[src/rtl/ex_mem_pipe_reg_pkg.sv]
// Shared RV32I/RV64I types for the EX->MEM boundary: control word, funct3 encodings,
// access size and the boundary's occupancy states.
package ex_mem_pipe_reg_pkg;

  typedef enum logic [2:0] {
    LB = 3'b000, LH = 3'b001, LW = 3'b010, LD = 3'b011,
    LBU = 3'b100, LHU = 3'b101, LWU = 3'b110
  } load_funct3_t;

  typedef enum logic [2:0] {
    SB = 3'b000, SH = 3'b001, SW = 3'b010, SD = 3'b011
  } store_funct3_t;

  typedef enum logic [1:0] {SZ_B, SZ_H, SZ_W, SZ_D} mem_size_t;

  typedef struct packed {
    logic [6:0] opcode;
    logic [2:0] funct3;
    logic [6:0] funct7;
    logic       mem_read;
    logic       mem_write;
    logic       load_regfile;
  } rv32i_control_word;

  typedef enum logic [1:0] {ST_EMPTY, ST_ONE, ST_TWO} pipe_state_t;

  function automatic mem_size_t f3_size(input logic [2:0] f3);
    return mem_size_t'(f3[1:0]);
  endfunction

endpackage

[src/rtl/ex_mem_pipe_reg_mem_lane_align.sv]
// Byte-lane alignment: access size + low address bits -> byte masks, lane-shifted
// store data and natural-alignment check. Purely combinational.
module mem_lane_align
  import ex_mem_pipe_reg_pkg::*;
#(
  parameter  int XLEN   = 32,
  localparam int MASK_W = XLEN / 8,
  localparam int OFF_W  = $clog2(MASK_W)
) (
  input  mem_size_t          size_i,
  input  logic [2:0]         addr_lo_i,
  input  logic               mem_read_i,
  input  logic               mem_write_i,
  input  logic [XLEN-1:0]    wdata_i,
  output logic [XLEN-1:0]    wdata_o,
  output logic [MASK_W-1:0]  wmask_o,
  output logic [MASK_W-1:0]  rmask_o,
  output logic               misalign_o
);

  logic [7:0]        ones;
  logic [OFF_W-1:0]  off;
  logic [MASK_W-1:0] base;
  logic              mis_raw;

  always_comb begin
    off = addr_lo_i[OFF_W-1:0];
    case (size_i)
      SZ_B:    begin ones = 8'h01; mis_raw = 1'b0;              end
      SZ_H:    begin ones = 8'h03; mis_raw = addr_lo_i[0];      end
      SZ_W:    begin ones = 8'h0F; mis_raw = |addr_lo_i[1:0];   end
      // dword has no legal alignment on a 32-bit datapath
      default: begin ones = 8'hFF; mis_raw = (XLEN == 32) ? 1'b1 : |addr_lo_i; end
    endcase
    base       = MASK_W'(16'(ones) << off);
    misalign_o = mis_raw && (mem_read_i || mem_write_i);
    wmask_o    = (mem_write_i && !misalign_o) ? base : '0;
    rmask_o    = (mem_read_i  && !misalign_o) ? base : '0;
    wdata_o    = wdata_i << {off, 3'b000};
  end

endmodule

[src/rtl/ex_mem_pipe_reg.sv]
// EX->MEM pipeline boundary with valid/ready on both sides, optional 2-entry skid
// buffer, flush, and lane decode registered with the payload.
module ex_mem_pipe_reg
  import ex_mem_pipe_reg_pkg::*;
#(
  parameter  int XLEN    = 32,
  parameter  bit SKID_EN = 1'b1,
  localparam int MASK_W  = XLEN / 8,
  localparam int OFF_W   = $clog2(MASK_W)
) (
  input  logic              clk,
  input  logic              rst,
  input  logic              flush,
  input  logic              ex_valid,
  output logic              ex_ready,
  input  rv32i_control_word ctrl_in,
  input  logic [4:0]        rd_in,
  input  logic [XLEN-1:0]   pc_in,
  input  logic [XLEN-1:0]   addr_in,
  input  logic              br_en_in,
  input  logic [XLEN-1:0]   wdata_in,
  input  logic [XLEN-1:0]   u_imm_in,
  output logic              mem_valid,
  input  logic              mem_ready,
  output rv32i_control_word ctrl_out,
  output logic [4:0]        rd_out,
  output logic [XLEN-1:0]   pc_out,
  output logic [XLEN-1:0]   addr_out,
  output logic [OFF_W-1:0]  byte_off,
  output logic              br_en_out,
  output logic [XLEN-1:0]   wdata_out,
  output logic [MASK_W-1:0] wmask_out,
  output logic [MASK_W-1:0] rmask_out,
  output logic              misalign_out,
  output logic [XLEN-1:0]   u_imm_out
);

  typedef struct packed {
    rv32i_control_word ctrl;
    logic [4:0]        rd;
    logic [XLEN-1:0]   pc;
    logic [XLEN-1:0]   addr;
    logic [OFF_W-1:0]  byte_off;
    logic              br_en;
    logic [XLEN-1:0]   wdata;
    logic [MASK_W-1:0] wmask;
    logic [MASK_W-1:0] rmask;
    logic              misalign;
    logic [XLEN-1:0]   u_imm;
  } ex_mem_payload_t;

  pipe_state_t     state_q, state_d;
  ex_mem_payload_t head_q, head_d, skid_q, skid_d, in_pl;
  logic            rdy_en_q;
  logic            acc, drn;
  logic [XLEN-1:0]   al_wdata;
  logic [MASK_W-1:0] al_wmask, al_rmask;
  logic              al_mis;

  mem_lane_align #(.XLEN(XLEN)) u_align (
    .size_i      (f3_size(ctrl_in.funct3)),
    .addr_lo_i   (addr_in[2:0]),
    .mem_read_i  (ctrl_in.mem_read),
    .mem_write_i (ctrl_in.mem_write),
    .wdata_i     (wdata_in),
    .wdata_o     (al_wdata),
    .wmask_o     (al_wmask),
    .rmask_o     (al_rmask),
    .misalign_o  (al_mis)
  );

  always_comb begin
    in_pl.ctrl     = ctrl_in;
    in_pl.rd       = rd_in;
    in_pl.pc       = pc_in;
    in_pl.addr     = {addr_in[XLEN-1:OFF_W], OFF_W'(0)};
    in_pl.byte_off = addr_in[OFF_W-1:0];
    in_pl.br_en    = br_en_in;
    in_pl.wdata    = al_wdata;
    in_pl.wmask    = al_wmask;
    in_pl.rmask    = al_rmask;
    in_pl.misalign = al_mis;
    in_pl.u_imm    = u_imm_in;
  end

  assign mem_valid = (state_q != ST_EMPTY);

  // rdy_en_q keeps ex_ready low through reset and for the release cycle
  generate
    if (SKID_EN) begin : g_skid
      assign ex_ready = rdy_en_q && (state_q != ST_TWO);
    end else begin : g_single
      assign ex_ready = rdy_en_q && (!mem_valid || mem_ready);
    end
  endgenerate

  assign acc = ex_valid && ex_ready && !flush;
  assign drn = mem_valid && mem_ready;

  always_comb begin
    state_d = state_q;
    head_d  = head_q;
    skid_d  = skid_q;
    case (state_q)
      ST_EMPTY: if (acc) begin state_d = ST_ONE; head_d = in_pl; end
      ST_ONE: begin
        if (acc && !drn)      begin state_d = ST_TWO; skid_d = in_pl; end
        else if (acc && drn)  head_d = in_pl;
        else if (drn)         state_d = ST_EMPTY;
      end
      ST_TWO: if (drn) begin state_d = ST_ONE; head_d = skid_q; end
      default: state_d = ST_EMPTY;
    endcase
    if (flush) state_d = ST_EMPTY;
  end

  always_ff @(posedge clk) begin
    if (!rst) begin
      state_q  <= ST_EMPTY;
      head_q   <= '0;
      skid_q   <= '0;
      rdy_en_q <= 1'b0;
    end else begin
      state_q  <= state_d;
      head_q   <= head_d;
      skid_q   <= skid_d;
      rdy_en_q <= 1'b1;
    end
  end

  assign ctrl_out     = head_q.ctrl;
  assign rd_out       = head_q.rd;
  assign pc_out       = head_q.pc;
  assign addr_out     = head_q.addr;
  assign byte_off     = head_q.byte_off;
  assign br_en_out    = head_q.br_en;
  assign wdata_out    = head_q.wdata;
  assign wmask_out    = head_q.wmask;
  assign rmask_out    = head_q.rmask;
  assign misalign_out = head_q.misalign;
  assign u_imm_out    = head_q.u_imm;

endmodule

[config.mk]
export PLATFORM = sky130hd
export DESIGN_NAME = ex_mem_pipe_reg
export DESIGN_NICKNAME = d
export VERILOG_FILES = /design/src/rtl/ex_mem_pipe_reg_pkg.sv /design/src/rtl/ex_mem_pipe_reg_mem_lane_align.sv /design/src/rtl/ex_mem_pipe_reg.sv
export SDC_FILE = /design/constraint.sdc
export NUM_CORES = 1
export LEC_CHECK = 0
export CORE_UTILIZATION = 45
export DETAILED_ROUTE_END_ITERATION = 8
export HOLD_SLACK_MARGIN = 0.15
export PLACE_DENSITY = 0.72
export SETUP_SLACK_MARGIN = 0.1
export SLEW_MARGIN = 20
export SYNTH_ARGS = -nofsm -noshare
export SYNTH_HDL_FRONTEND = slang
export SYNTH_SLANG_ARGS = --single-unit
[constraint.sdc]
create_clock -name clk -period 1.9 [get_ports clk]
set_input_delay 0.38 -clock clk [delete_from_list [all_inputs] [get_ports clk]]
set_output_delay 0.38 -clock clk [all_outputs]
set_load 0.03 [all_outputs]
# ---- Yosys cells after proc, flatten, opt, wreduce, memory -nomap -nowiden
# Cells that the tools add are included.
dict set report classes {
  eq_ne 11
  shifts 2
  mux 16
  bitwise 1
  reduce_logical 22
}
# cell n
set op_table {}
lappend op_table {{165-bit 2-to-1 mux} 4}
lappend op_table {{165-bit case mux with 3 select lines} 1}
lappend op_table {{32-bit by 5-bit << shifter with 32-bit output} 1}
lappend op_table {{8-bit case mux with 3 select lines} 1}
lappend op_table {{2-bit 2-to-1 mux} 5}
lappend op_table {{2-bit inequality test (second input constant)} 5}
lappend op_table {{1-bit logical AND} 9}
lappend op_table {{4-bit 2-to-1 mux} 2}
lappend op_table {{8-bit by 2-bit << shifter with 4-bit output} 1}
lappend op_table {{3-bit inequality test (second input constant)} 2}
lappend op_table {{2-bit case mux with 3 select lines} 1}
lappend op_table {{5-bit AND reduction} 1}
lappend op_table {{2-bit by 1-bit equality test with 1-bit output (second input constant)} 2}
lappend op_table {{2-bit equality test (second input constant)} 2}
lappend op_table {{2-bit zero test} 2}
lappend op_table {{4-bit AND reduction} 1}
lappend op_table {{2-bit OR reduction} 2}
lappend op_table {{1-bit zero test} 3}
lappend op_table {{1-bit case mux with 3 select lines} 1}
lappend op_table {{3-bit nonzero test} 1}
lappend op_table {{2-bit AND reduction} 1}
lappend op_table {{2-bit nonzero test} 1}
lappend op_table {{1-bit logical OR} 1}
lappend op_table {{1-bit 2-to-1 mux} 1}
lappend op_table {{1-bit inverter} 1}
dict set report totals {
  regBits 331
  input_bits 159
  out_inout_bits 167
  elab_cells 86
}

# ---- Longest topological paths before layout
# Gate-level depths: netlist (run 1).
dict set report depth {
  ltp_word 9
  mapped_depth 7
  mapped_depth_nobuf 4
}

# ---- By module
# A second synthesis (run 1) with hierarchy kept.
dict set report unflattened {
  hier_cells 1639
  hier_area_um2 15514.9
}
# mod instances cells_per_inst area_each_um2 seq_area_each_um2
set modules_own_cells {}
lappend modules_own_cells {ex_mem_pipe_reg 1 1548 14805.4 6586.3}
lappend modules_own_cells {mem_lane_align 1 91 709.4 0.0}

# ---- Least setup slack after synthesis (run 1)
# Ideal clock, no wire load.
dict set report synth_path {
  kind {reg2out}
  startpoint {register state_q[0]}
  endpoint {output port ex_ready}
  arrival_time_ns 1.461
  required_ns 1.520
  path_slack_ns 0.059
  stages_incl_launch_ff 6
  path_buffers 3
  cell_sequence {dfxtp_1 nand2b_1 clkbuf_1 buf_2 clkbuf_1 and2_1}
}
dict set report synth_via {
  elab_chain_len 2
}
# element line
set synth_rtl {}
lappend synth_rtl {{from (decl)} ex_mem_pipe_reg.sv:52} ;# pipe_state_t state_q, state_d;
lappend synth_rtl {{from (signal assigned)} ex_mem_pipe_reg.sv:124} ;# state_q <= state_d;
lappend synth_rtl {{2-bit inequality test} ex_mem_pipe_reg.sv:91} ;# assign ex_ready = rdy_en_q && (state_q != ST_TWO);
lappend synth_rtl {{1-bit logical AND} ex_mem_pipe_reg.sv:91}
lappend synth_rtl {{to (decl)} ex_mem_pipe_reg.sv:15} ;# output logic ex_ready,
# No other way between the ends.

# ---- Final worst setup path (run 1)
dict set report layout_path {
  startpoint {register state_q[1]}
  endpoint {output port mem_valid}
}
dict set report layout_via {
  elab_chain_len 1
}
# element line
set layout_rtl {}
lappend layout_rtl {{2-bit nonzero test} ex_mem_pipe_reg.sv:86} ;# assign mem_valid = (state_q != ST_EMPTY);
lappend layout_rtl {{to (decl)} ex_mem_pipe_reg.sv:23} ;# output logic mem_valid,
# No other way between the ends.

==> impl_results.md, run 1 <==
- Core area: 0.0306 mm^2
- Status: finished, final reports clean
- IO Pins: 326
- Critical Path Fanout Max: 5
- Yosys warning count: 0
- FF+latch count, synth: 329
- Max Cap Violations: 0
- Hold crit path type: in2reg
- Syn-to-layout area delta: 36.8%
- FP Rows: 64
- Switching portion of total power: 0.247
- Root Driver: clkbuf_16
- Post-Layout Cell Count: 2,406
- Final Core Density: 0.627
- Max Clk Rate: 570 MHz
- Total track usage: 0.250
- Cell Pwr Density: 824 mW/mm^2
- Setup TNS: 0 ns
- Synth Cell Area: 0.0140 mm^2
- Vias in the first global route: 12,500
- WS Path Type: reg2out
- Async SR Flop Fraction: 0
- Buffer depth of the longest clock path: 3
- Ratio of cells with drive above 1 in the final layout: 0.0847
- Period minus WS final: 1.75 ns
- Fin. max-slew vios: 0
- Clock slew at reported path FFs: 0.06 ns
- GRT overflow: 0
- Crit path DAT: 1.37 ns
- Design area: 0.0192 mm^2
- H-tree lvl count: 2
- Max rail drop VDD: 653 uV
- Detailed Place HPWL: 27.1 mm
- Pin slew with the least headroom to its limit: 0.683 ns
- Post-placement cell area: 0.0182 mm^2
- Final setup fails: 0
- Static Leak: 9.13 nW
- Vias per inst: 5.42
- Comb power frac: 0.117
- CP Launch Type: flop
- Period utilization: 0.923
- CTS tree: built
- Routed Antenna Nets: 0
- Total CTS buffers: 36
- First-iteration detailed-routing DRC count: 891
- Nets@finish: 2,144
- Clock Latency Late Sink: 0.51 ns
- Drt pass-1 iters: 5
- Synth Instances: 1,688
- Final hold vios: 0
- DRC viols: 0
- RSZ-0062 raised after global routing: true
- Sink Count: 329
- Sequential area share after synthesis: 0.470
- Die Wd: 179 um
- Setup crit end kind: output pin
- DR vias: 13,000
- GP Congestion: 0.827
- Power Total: 15.8 mW
- Sequential power share: 0.455
- Most common cell after layout, fill and taps aside: nand2_1
- Unique masters post-synth: 44
- Die H: 179 um
- Most frequent cells in the layout: nand2_1, dfxtp_1, dlygate4sd2_1, nand3_1, clkdlybuf4s50_1
- Worst EP required: 1.52 ns
- Placed cell count: 2,337
- Post-synth EDFFs: 0
- Worst clock skew: 0.00970 ns
- Aggregate routed wire length: 41.1 mm
- Die Area: 0.0319 mm^2
- Ys flop type: dfxtp_1
- Buffers on Ports: 323
- Switching power total: 3.90 mW
- Worst rel slew slack: 0.543
- Syn_area_per_cell: 8.31 um^2
- Post-CTS Hold Buffers: 0
- Power Internal: 11.9 mW
- Initial core utilization: 0.458
- First-pass GRT wire length: 64.4 mm
- Clk pwr share: 0.428
- Antenna violations before repair: 1
- Largest net degree at the start of global routing: 78
- WL/cell: 17.1 um
==> worst max-delay path: stages, from the launching register on <==
cell and delay [ns]:
dfxtp_2 0.37, or2_2 0.31, buf_2 0.18
==> metrics by stage <==
| stage | hold WS [ns] | worst slack (ns) |
|---|---|---|
| final | 0.179 | 0.146 |
| after global routing | 0.174 | 0.0992 |
| after CTS | 0.157 | 0.00978 |
| after detailed placement | 0.456 | -0.279 |
| after global placement | 0.442 | -0.284 |
| after floorplan | 0.408 | 0.118 |
==> metal layers <==
| layer | track usage | vias up | routed length (um) |
|---|---|---|---|
| met4 | 0.0720 | 0 | 930 |
| li1 | - | 6388 | - |
| met5 | 0 | - | 0 |
| met2 | 0.424 | 425 | 19500 |
| met3 | 0.0558 | 81 | 3010 |
| met1 | 0.317 | 6150 | 17700 |
==> state kept, by name, summed over array words and instances, names as in the netlist, 2 cells and up <==
name / flops
addr_out: 30
byte_off: 2
ctrl_out: 20
pc_out: 32
rd_out: 5
rmask_out: 4
skid_q: 163
state_q: 2
u_imm_out: 32
wdata_out: 32
wmask_out: 4
==> synthesized netlist by cell type (9+ instances only) <==
master    count  area (um^2)
o211a_1     138         1380
o221ai_1     18          158
a21oi_1      15         75.1
a211oi_1      9         67.6
dfxtp_1     329         6590
nand3_1     160          801
nand2_1     557         2090
clkbuf_1     89          334
buf_2        58          290
o21ai_0      40          200
inv_1         9         33.8
mux2i_1      15          150
nor2_1       13         48.8
a21boi_0    153         1150
==> logic make-up (layout without fill, tap and decap cells) <==
family / after synthesis / count (layout) / synth area share
AOI/OAI and AO/OA: 411 / 411 / 0.237
buffers and inverters: 169 / 487 / 0.0515
xor gates and xnor gates: 1 / 1 / 0.000625
and+or+nand+nor: 753 / 754 / 0.222
DFF: 329 / 329 / 0.470
other: 1 / 4 / 0.000267
muxes: 24 / 24 / 0.0187
==> repair_timing <==
| action | 4_1_cts | 5_1_grt |
|---|---|---|
| setup buffers | 1 | 3 |
| gates cloned | 1 | 1 |
| endpoints found under the setup margin | 165 | 7 |
| gates resized for setup | 169 | 5 |
==> layout make-up <==
type,instances,area [um^2]
fill,2669,11400
tap,396,495
timing repair buffer,416,4190
clock buffer,51,1020
inverter,10,37.5
sequential,329,6590
antenna,2,5.00
clock inverter,10,100
multi-input combinational,1192,6750
==> final timing paths <==
| kind | from | endpoint | slack, ns | cells past startpoint |
|---|---|---|---|---|
| min reg2reg | wdata_out[17]$_SDFFE_PN0P_ | wdata_out[17]$_SDFFE_PN0P_ | 0.46 | 2 |
| max reg2reg | state_q[1]$_SDFFE_PP0P_ | pc_out[29]$_SDFFE_PN0P_ | 0.18 | 7 |
| min | rst | rdy_en_q$_DFF_P_ | 0.18 | 1 |
| max | state_q[1]$_SDFFE_PP0P_ | mem_valid | 0.15 | 2 |
==> power by group through the flow <==
stage               Combinational [mW]  Clock, mW  Sequential [mW]
finish                            1.85       6.77             7.19
global route                      1.97       7.22             7.21
detailed placement                1.95          0             7.35
global placement                  1.93          0             7.35
floorplan                        0.621          0             7.67
CTS                               1.84       6.90             7.19
No activity file was read; power rests on OpenSTA's default activity.
==> run 2: changes to the inputs <==
- SKIP_CTS_REPAIR_TIMING: unset -> 1
==> impl_results.md, run 2 (synthesized netlist as in run 1, its figures left out) <==
- Static Leak: 11.2 nW
- GP Congestion: 0.827
- Core area: 0.0306 mm^2
- Die H: 179 um
- First-iteration detailed-routing DRC count: 936
- CTS tree: built
- Root Driver: clkbuf_16
- Power Internal: 12.0 mW
- Largest register FFs: 163
- Worst EP required: 1.52 ns
- Worst clock skew: 0.0113 ns
- Crit path DAT: 1.44 ns
- Sequential power share: 0.452
- Ratio of cells with drive above 1 in the final layout: 0.0842
- WL met2: 19.8 mm
- Drt pass-1 iters: 7
- Die Wd: 179 um
- Switching portion of total power: 0.246
- WL/cell: 17.3 um
- Top Layer Used: met4
- Critical Path Fanout Max: 5
- Antenna violations before repair: 1
- Most frequent cells in the layout: nand2_1, dfxtp_1, dlymetal6s2s_1, nand3_1, clkdlybuf4s50_1
- Max Clk Rate: 550 MHz
- Pin slew with the least headroom to its limit: 0.676 ns
- Fin. max-slew vios: 0
- Setup TNS: 0 ns
- Cell Pwr Density: 803 mW/mm^2
- Clock Latency Late Sink: 0.51 ns
- Nets@finish: 2,144
- Crit path from: state_q[1]$_SDFFE_PP0P_
- Design area: 0.0198 mm^2
- WS Path Type: reg2out
- Sink Count: 329
- Vias per inst: 5.45
- Max rail drop VDD: 652 uV
- Aggregate routed wire length: 41.5 mm
- Final hold vios: 0
- Routed Antenna Nets: 0
- FP Rows: 64
- Period minus WS final: 1.82 ns
- Clk pwr share: 0.426
- Largest net degree at the start of global routing: 78
- IO Pins: 326
- Comb power frac: 0.122
- DRC viols: 0
- Vias in the first global route: 12,500
- Clock slew at reported path FFs: 0.06 ns
- Worst R2R Start: state_q[1]$_SDFFE_PP0P_
- CP Launch Type: flop
- RSZ-0062 raised after global routing: true
- Max Cap Violations: 0
- Worst rel slew slack: 0.548
- Switching power total: 3.91 mW
- Die Area: 0.0319 mm^2
- Most common cell after layout, fill and taps aside: nand2_1
- # fillers: 2,520
- Initial core utilization: 0.458
- Setup crit end kind: output pin
- Post-placement cell area: 0.0182 mm^2
- Buffer depth of the longest clock path: 3
- First-pass GRT wire length: 64.0 mm
- Routed length on met3: 3.08 mm
- Total CTS buffers: 36
- Hold_sp: rst
- Met1 Wirelength: 17.8 mm
- GRT overflow: 0
- H-tree lvl count: 2
- Status: finished, final reports clean
- Buffers on Ports: 323
- Final setup fails: 0
- Period utilization: 0.957
- Detailed Place HPWL: 27.1 mm
- Total track usage: 0.249
- Largest register by flop count: skid_q
- DR vias: 13,100
- Syn-to-layout area delta: 41.2%
- Hold crit path type: in2reg
[run 2: changes by cell type in the layout (fill, tap and decap cells not counted), sizes merged]
cell and change:
dlygate4sd2 -162, dlymetal6s2s +164, clkdlybuf4s15 -1, buf -1
[run 2: per-stage QoR]
step | power (mW) | std cells | util | setup WS [ns] | hold slack, ns
2_1_floorplan | 8.29 | 1689 | - | 0.118 | 0.408
3_3_place_gp | 9.27 | 2337 | 0.595 | -0.284 | 0.442
3_5_place_dp | 9.29 | 2337 | 0.595 | -0.279 | 0.456
4_1_cts | 16.1 | 2398 | 0.631 | -0.337 | 0.157
5_1_grt | 16.5 | 2404 | 0.647 | 0.0391 | 0.176
6_report | 15.9 | 2406 | 0.647 | 0.0809 | 0.182
[run 2: path summary, 6_finish.rpt]
kind	end	slack (ns)	cells after the start
worst max-delay path	mem_valid	0.08	2
worst min-delay path	rdy_en_q$_DFF_P_	0.18	1
worst max register to register	pc_out[29]$_SDFFE_PN0P_	0.17	7
worst min register to register	wdata_out[17]$_SDFFE_PN0P_	0.46	2
[run 2: power groups by stage]
stage | registers (mW) | clock network (mW) | logic [mW]
floorplan | 7.67 | 0 | 0.621
global placement | 7.35 | 0 | 1.93
global route | 7.21 | 7.22 | 2.06
detailed placement | 7.35 | 0 | 1.95
finish | 7.19 | 6.78 | 1.94
CTS | 7.20 | 6.90 | 1.96
[run 2: critical path: stages, from the launching register on]
cell	delay (ns)
dfxtp_2	0.38
or2_2	0.31
dlymetal6s2s_1	0.25
[run 2: per-layer routing]
metal,GRT usage,vias up
met5,0,-
met4,0.0731,0
met3,0.0556,67
met2,0.421,423
met1,0.315,6217
li1,-,6399
[run 2: final cells by class]
class,count,area (um^2),share of cell area
Timing Repair Buffer,416,4810,0.243
Antenna cell,2,5.00,0.000253
Inverter,10,37.5,0.00190
Tap cell,396,495,0.0250
Sequential cell,329,6590,0.333
Multi-Input combinational cell,1192,6750,0.341
Clock inverter,10,100,0.00505
Clock buffer,51,1020,0.0514
==> run 3: changes to the inputs <==
- CAP_MARGIN: unset -> 10
- CTS_BUF_LIST: unset -> sky130_fd_sc_hd__clkbuf_2 sky130_fd_sc_hd__clkbuf_4 sky130_fd_sc_hd__clkbuf_8
==> impl_results.md, run 3 (synthesized netlist as in run 1, its figures left out) <==
- Status: finished, final reports clean
- DR vias: 13,200
- RR Endpoint: ctrl_out[17]$_SDFFE_PN0P_
- First-pass GRT wire length: 64.0 mm
- Period utilization: 0.957
- Vias in the first global route: 12,600
- Design area: 0.0199 mm^2
- Cell Pwr Density: 791 mW/mm^2
- CP Launch Type: flop
- Total track usage: 0.247
- CP bufs+invs: 1
- WL/cell: 16.9 um
- Critical Path Fanout Max: 5
- Antenna violations before repair: 2
- Worst R2R Path Depth: 7
- Total CTS buffers: 56
- Aggregate routed wire length: 41.3 mm
- Clock slew at reported path FFs: 0.06 ns
- Buffers on Ports: 323
- Fin. max-slew vios: 0
- Static Leak: 11.3 nW
- Setup crit end kind: output pin
- Final hold vios: 0
- Largest register FFs: 163
- Hold_sp: addr_in[0]
- Max Clk Rate: 550 MHz
- Most common cell after layout, fill and taps aside: nand2_1
- Root Driver: clkbuf_8
- Worst clock skew: 0.0281 ns
- Vias per inst: 5.39
- Max rail drop VDD: 519 uV
- IO Pins: 326
- Most frequent cells in the layout: nand2_1, dfxtp_1, dlymetal6s2s_1, nand3_1, clkdlybuf4s50_1
- Core area: 0.0306 mm^2
- Nets@finish: 2,165
- Hold crit path type: in2reg
- Clock Latency Late Sink: 0.57 ns
- Final setup fails: 0
- Delay of the slowest cell on the worst path: 0.38 ns
- Multi-input logic area: 0.00675 mm^2
- Drt pass-1 iters: 7
- GP Congestion: 0.827
- Hold path cells: 4
- GRT overflow: 0
- Worst R2R Start: state_q[1]$_SDFFE_PP0P_
- Worst EP required: 1.52 ns
- Worst rel slew slack: 0.546
- FP Rows: 64
- H-tree lvl count: 2
- Die H: 179 um
- Setup TNS: 0 ns
- Cell family with most CP delay: flip-flops
- Die Wd: 179 um
- Crit path DAT: 1.44 ns
- Pin slew with the least headroom to its limit: 0.678 ns
- Routed Antenna Nets: 0
- Initial core utilization: 0.458
- Max Cap Violations: 0
- Buffer depth of the longest clock path: 3
- Critical Path Slowest Stage Cell: dfxtp_4
- Reg2reg setup slack: 0.18 ns
- CTS tree: built
- First-iteration detailed-routing DRC count: 784
- Detailed Place HPWL: 27.1 mm
- RSZ-0062 raised after global routing: true
- Largest net degree at the start of global routing: 78
- Power Total: 15.7 mW
- Hold endpoint: skid_q[74]$_SDFFE_PN0P_
- Ratio of cells with drive above 1 in the final layout: 0.106
- Sequential cell area: 0.00659 mm^2
- Die Area: 0.0319 mm^2
- Sink Count: 329
- Post-placement cell area: 0.0182 mm^2
- DRC viols: 0
- Crit-path cells: or2_2 -> buf_2
- # fillers: 2,536
- Largest register by flop count: skid_q
- Syn-to-layout area delta: 41.6%
- Period minus WS final: 1.82 ns
- WS Path Type: reg2out
==> run 3: cell types whose count changed in the layout (fill, tap and decap cells not counted), sizes merged <==
cell | previous run | this run
buf | 95 | 96
dlymetal6s2s | 164 | 163
dlygate4sd3 | 0 | 1
clkinv | 9 | 10
bufinv | 2 | 1
clkbuf | 52 | 88
clkinvlp | 0 | 1
==> run 3: cell type report <==
type | count | area share
Multi-Input combinational cell | 1192 | 0.340
Sequential cell | 329 | 0.332
Clock buffer | 87 | 0.0546
Antenna cell | 2 | 0.000252
Timing Repair Buffer | 417 | 0.242
Clock inverter | 11 | 0.00416
Tap cell | 396 | 0.0249
Inverter | 10 | 0.00189
==> run 3: worst max-delay path by stage <==
stage          depth (start not counted)                    start                  endpoint
4_1_cts                                2  state_q[0]$_SDFFE_PP0P_                 mem_valid
6_report                               2  state_q[1]$_SDFFE_PP0P_                 mem_valid
3_3_place_gp                           8                    flush  byte_off[1]$_SDFFE_PN0P_
5_1_grt                                2  state_q[1]$_SDFFE_PP0P_                 mem_valid
3_5_place_dp                           8                    flush    pc_out[4]$_SDFFE_PN0P_
2_1_floorplan                          5  state_q[0]$_SDFFE_PP0P_                  ex_ready
==> run 3: tightest hold or removal path, stage by stage <==
cell      delay, ns
buf_2          0.16
buf_4          0.20
nand2_1        0.07
a21boi_0       0.07
==> run 3: through the flow <==
step | hold slack (ns) | worst slack, ns | std cells | utilization
detailed placement | 0.456 | -0.279 | 2337 | 0.595
global route | 0.365 | 0.0319 | 2443 | 0.649
CTS | 0.0876 | -0.412 | 2435 | 0.633
global placement | 0.442 | -0.284 | 2337 | 0.595
finish | 0.367 | 0.0816 | 2444 | 0.649
floorplan | 0.408 | 0.118 | 1689 | -
==> run 3: power by group <==
| part | switching [mW] | total [mW] | internal [mW] |
|---|---|---|---|
| clock network | 2.83 | 6.57 | 3.74 |
| logic | 1.02 | 1.94 | 0.928 |
| registers | 0.106 | 7.19 | 7.09 |
| total | 3.95 | 15.7 | 11.8 |
==> run 3: per-layer routing <==
layer / wire [um] / track usage / vias to the layer above
li1: - / - / 6448
met1: 17900 / 0.312 / 6261
met2: 19700 / 0.418 / 401
met3: 2850 / 0.0548 / 70
met4: 881 / 0.0787 / 0
met5: 0 / 0 / -
